[src/rtl/wb_stage_param.sv]
// Write-back stage: picks one of NSRC results, registers it with rd/PC/write-enable
// behind a valid/ready handshake, and counts retired instructions. Optional macro WB_LOAD_EXT_EN.
module wb_stage_param #(
  parameter int DATA_W     = 32,
  parameter int REG_ADDR_W = 4,
  parameter int NSRC       = 4,
  parameter int CNT_W      = 16
) (
  input  logic                      iw_clk,
  input  logic                      iw_rst_n,
  input  logic                      in_valid,
  output logic                      in_ready,
  input  logic                      flush,
  input  logic [NSRC*DATA_W-1:0]    src_data,
  input  logic [$clog2(NSRC)-1:0]   src_sel,
  input  logic [REG_ADDR_W-1:0]     rd_in,
  input  logic                      reg_write_in,
  input  logic [DATA_W-1:0]         pc_in,
`ifdef WB_LOAD_EXT_EN
  input  logic [1:0]                ld_size,
  input  logic                      ld_signed,
  input  logic [1:0]                addr_lo,
`endif
  output logic                      out_valid,
  input  logic                      out_ready,
  output logic [DATA_W-1:0]         write_data,
  output logic [REG_ADDR_W-1:0]     rd_out,
  output logic                      reg_write_out,
  output logic [DATA_W-1:0]         pc_out,
  output logic [CNT_W-1:0]          retire_cnt
);

  // Handshake: a transfer happens on a cycle where valid and ready are both high.
  // in_ready ignores flush; flush only suppresses the accept and kills the held entry.
  logic              accept;
  logic              retire;
  logic [DATA_W-1:0] sel_data;
  logic [DATA_W-1:0] mem_data;
  logic              reg_write_q;

  assign in_ready = !out_valid | out_ready;
  assign accept   = in_valid & in_ready & !flush;
  assign retire   = out_valid & out_ready & !flush;

`ifdef WB_LOAD_EXT_EN
  logic [DATA_W-1:0] mem_word;
  logic [7:0]        ld_byte;
  logic [15:0]       ld_half;

  assign mem_word = src_data[DATA_W +: DATA_W];
  assign ld_byte  = mem_word[{addr_lo, 3'b000} +: 8];
  assign ld_half  = mem_word[{addr_lo[1], 4'b0000} +: 16];

  always_comb begin
    mem_data = mem_word;
    case (ld_size)
      2'b00:   mem_data = {{(DATA_W-8){ld_signed & ld_byte[7]}}, ld_byte};
      2'b01:   mem_data = {{(DATA_W-16){ld_signed & ld_half[15]}}, ld_half};
      default: mem_data = mem_word;
    endcase
  end
`else
  assign mem_data = src_data[DATA_W +: DATA_W];
`endif

  // Out-of-range selects fall through to zero.
  always_comb begin
    sel_data = '0;
    for (int k = 0; k < NSRC; k++) begin
      if (int'(src_sel) == k) begin
        sel_data = (k == 1) ? mem_data : src_data[k*DATA_W +: DATA_W];
      end
    end
  end

  always_ff @(posedge iw_clk) begin
    if (!iw_rst_n) begin
      out_valid   <= 1'b0;
      write_data  <= '0;
      rd_out      <= '0;
      pc_out      <= '0;
      reg_write_q <= 1'b0;
      retire_cnt  <= '0;
    end else begin
      if (flush) begin
        out_valid <= 1'b0;
      end else if (accept) begin
        out_valid   <= 1'b1;
        write_data  <= sel_data;
        rd_out      <= rd_in;
        pc_out      <= pc_in;
        reg_write_q <= reg_write_in;
      end else if (out_valid & out_ready) begin
        out_valid <= 1'b0;
      end
      if (retire) begin
        retire_cnt <= retire_cnt + 1'b1;
      end
    end
  end

  assign reg_write_out = out_valid & reg_write_q;

endmodule

[config.mk]
export PLATFORM = sky130hd
export DESIGN_NAME = wb_stage_param
export DESIGN_NICKNAME = d
export VERILOG_FILES = /design/src/rtl/wb_stage_param.sv
export SDC_FILE = /design/constraint.sdc
export NUM_CORES = 1
export LEC_CHECK = 0
export ABC_AREA = 1
export CAP_MARGIN = 15
export CORE_ASPECT_RATIO = 1.2
export CORE_MARGIN = 2
export CORE_UTILIZATION = 33
export DETAILED_ROUTE_END_ITERATION = 8
export PLACE_DENSITY = 0.81
export SLEW_MARGIN = 0
export SYNTH_ARGS = -nofsm -noshare
export SYNTH_HDL_FRONTEND = slang
export SYNTH_SLANG_ARGS = --single-unit
[constraint.sdc]
create_clock -name iw_clk -period 1.2 [get_ports iw_clk]
set_input_delay 0.12 -clock iw_clk [delete_from_list [all_inputs] [get_ports iw_clk]]
set_output_delay 0.12 -clock iw_clk [all_outputs]
set_load 0.02 [all_outputs]
Yosys cells after proc, flatten, opt, wreduce, memory -nomap -nowiden
Cells that the tools add are included.
Storage, ports and cells
  bits in registers: 86
  input port bits: 172
  output and inout bits: 87
  logic and storage cells: 30
Cells by class
  $add $sub $neg: 1
  eq/ne operators: 3
  muxes and demuxes: 6
  bitwise operators: 8
  reduce and logical (&&, ||, !) cells: 6
Operators by type and width (number)
  2-to-1 mux 32 bit: 4
  adder 16 x 1 -> 16 bit (second input constant): 1
  AND 1 bit: 5
  == test 2 bit (second input constant): 2
  == test 2 x 1 -> 1 bit (second input constant): 1
  zero test 1 bit: 2
  zero test 2 bit: 1
  2-to-1 mux 1 bit: 2
  inverter 1 bit: 2
  AND reduction 2 bit: 1
  nonzero test 2 bit: 1
  OR reduction 2 bit: 1
  bitwise OR 1 bit: 1

Logic depth before layout (Yosys ltp)
  depth after elaboration: 5
  gate-level depth with buffers: 8
  depth with buffers taken out: 8

Worst setup path before layout
OpenSTA, ideal clock, no wires.
  kind: reg-to-reg
  from: reg retire_cnt[0]
  to: reg retire_cnt[8]
  setup time: 116 ps
  arrival time: 1414 ps
  data required time: 1084 ps
  path slack: -330 ps
  stages on the path, launching flop included: 7
  path buffers: 0
  period minus slack after synthesis: 1530 ps
  path through: dfxtp_1 ha_1 nand3_1 nor2_1 nand3_1 o21ai_0 nor2_1
On the way
  cells in the longest elaborated chain, start to end: 1
Ends and longest elaborated chain
  from (decl): line 30  | output logic [CNT_W-1:0] retire_cnt
  from (signal assigned): line 97  | retire_cnt <= retire_cnt + 1'b1;
  adder 16 x 1 -> 16 bit: line 97
No other way between the ends.
A chain may end at the register's enable or synchronous reset.

Final worst setup path
  from: reg out_valid
  to: reg write_data[22]
On the way
  cells in the longest elaborated chain, start to end: 5
Ends and longest elaborated chain
  from (decl): line 24  | output logic out_valid,
  from (signal assigned): line 78  | out_valid <= 1'b0;
  from (signal assigned): line 86  | out_valid <= 1'b0;
  from (signal assigned): line 88  | out_valid <= 1'b1;
  zero test 1 bit: line 41  | assign in_ready = !out_valid | out_ready;
  bitwise OR 1 bit: line 41
  AND 1 bit (2 in series): line 42  | assign accept = in_valid & in_ready & !flush;
  AND reduction 2 bit (no source line)
  to (signal assigned): line 89  | write_data <= sel_data;
  to (decl): line 26  | output logic [DATA_W-1:0] write_data,
No other way between the ends.

==> results.md <==
* Seq/Total Area, Yosys at 0.425
* Hold Path Origin: iw_rst_n
* Initial drt markers at 242
* DRT Pass-1 Iters at 6
* Fin nets at 1070
* Share of cells above drive strength 1 at 0.210
* RR Startpoint: out_valid
* Syn nets at 783
* Setup TNS at -5980 ps
* EDFF count, synth at 0
* Worst slack, placed at -415 ps
* Yosys reg bits at 86
* Failing checks: setup timing
* Worst VDD drop at 0.812 mV
* CTS root buf: clkbuf_16
* Vias in the first global route at 4937
* Hold crit path type: in -> reg
* F_max at 742 MHz
* Crit Path Category: reg -> reg
* Final RePlAce weighted congestion at 0.909
* Max-Cap Viols at 0
* Vias at 5263
* Most common cell after layout, fill and taps aside: clkdlybuf4s50_1
* Syn-to-layout area delta at 99.5%
* Slew margin rel. at 0.790
* Cell Pwr Density at 964 mW/mm²
* Largest net degree at the start of global routing at 63
* Post-route ant nets at 0
* H-tree depth at 3
* I/O Pins at 259
* Post-synth top flop: dfxtp_1
* Crit path time final at 1350 ps
* Vias per inst at 4.96
* Remaining DRCs at 0
* Pwr Total at 0.00778 W
* Initial antenna violation count at 0
* CP Data Required Time at 1470 ps
* Status: finished with violations
* Starting Density at 0.336
* Die area at 0.0132 mm²
* Critical path endpoint category: flop
* Final setup margin at -148 ps
* Critical Path AT at 1620 ps
* Number of inserted diodes at 0
* IO buf count at 258
* TritonCTS clock tree: yes
* # hold bufs at CTS at 0
* Worst-path clk slew at 70 ps
* GRT Total Usage at 0.239
* Clock Path Buffers at 2
* Unique masters post-synth at 20
* Final Skew at 10.4 ps
* Core ar. at 0.0121 mm²
* Synth warn at 0
* Syn Std Cell Area at 0.00405 mm²
* Syn avg cell area at 6.63 µm²
* Die width at 105 µm
* First-pass GRT wire length at 25100 µm
* Source of the critical timing path: out_valid
* CP Max Fanout at 6
* Most frequent cells in the layout: 166 x clkdlybuf4s50_1, 119 x nand2_1, 79 x nor2_1
* WL final at 17500 µm
* Post-synth ARST share at 0
* Post-DP HPWL at 11400 µm
* Cells after synthesis at 610
* Final Hold Vio Count at 0
* Post-route clock period utilization at 1.12
* Die Y at 125 µm
* Leakage at 3.48 nW
* Clock sinks at 86
* Grt total ovfl at 0
* Worst-margin pin slew at 315 ps
* Fin. max-slew vios at 0
* Post-route cell area at 0.00807 mm²
* Final Setup Violations at 76
* Post-Place Cell Area at 0.00706 mm²
* RSZ-0062 raised after global routing: true
* Core Util, Final at 0.669
* Row cnt at 44
* Startpoint Class: flop
* Drt wl/cell at 16.5 µm
* Worst-Skew Late Latency at 330 ps
* CTS Buf Count at 9
kinds of logic after synthesis:
kind of cell,share of synthesized area
buffers and inverters,0.0733
adders and majority gates,0.00309
AOI/OAI and AO/OA,0.151
DFF,0.425
and+or+nand+nor,0.345
xor gates and xnor gates,0.00216
routing by layer:
layer | routed length (µm) | part of all wire | vias to the layer above | global-route usage
met2 | 8790 | 0.50 | 206 | 0.422
met3 | 998 | 0.057 | 43 | 0.0521
met4 | 601 | 0.034 | 0 | 0.0855
met1 | 7150 | 0.41 | 2422 | 0.285
li1 | - | - | 2592 | -
met5 | 0 | 0 | - | 0
synth_stat cells, types with 2 or more instances:
library cell	n	area share
o21ai_0	76	0.094
a21oi_1	38	0.047
buf_4	4	0.0074
dfxtp_1	86	0.43
o21ai_1	5	0.0062
nor2_2	2	0.0031
nor3_1	2	0.0025
nand2_1	140	0.13
nor2_1	100	0.093
inv_1	28	0.026
clkbuf_1	26	0.024
buf_2	12	0.015
nand4_1	25	0.039
nand3_1	60	0.074
worst max-delay path, cell delays in order, from the launching register on:
cell and delay (ps):
dfxtp_4 360, inv_4 60, nor2_4 30, nor3_4 170
buf_6 200, buf_12 130, buf_16 140, nand2_4 50
a21oi_2 140
worst paths after layout:
path,to,slack (ps),cells past startpoint
worst min-delay path,retire_cnt[7],200,3
worst min register to register,write_data[26],460,2
worst max-delay path,write_data[22],-150,8
worst max register to register,write_data[22],-150,8
where the power goes:
| group | switching (W) | internal [W] |
|---|---|---|
| registers | 0.0000891 | 0.00299 |
| logic | 0.000932 | 0.00108 |
| clock network | 0.00117 | 0.00151 |
| total | 0.00219 | 0.00559 |
what timing repair did:
item                       4_1_cts  5_1_grt
pin swaps                        5       41
cloned                           7       10
buffers inserted                 5        3
setup endpoints to repair      163       98
gates resized for setup        176      137
state kept, by name (all words and copies together), names as in the netlist:
register / cells
rd_out: 4
pc_out: 32
retire_cnt: 16
reg_write_q: 1
out_valid: 1
write_data: 32
stage by stage:
step	instances	hold slack, ps
floorplan	610	189
global placement	1024	451
detailed placement	1024	455
CTS	1050	199
global route	1062	220
finish	1062	198
layout make-up:
type	instances	area (µm²)
clock buffer	11	253
tap	161	201
inverter	29	116
multi-input combinational	453	2420
fill	982	3990
timing repair buffer	318	3300
sequential	86	1750
clock inverter	4	30.0
(Power assumes the default switching activity.)
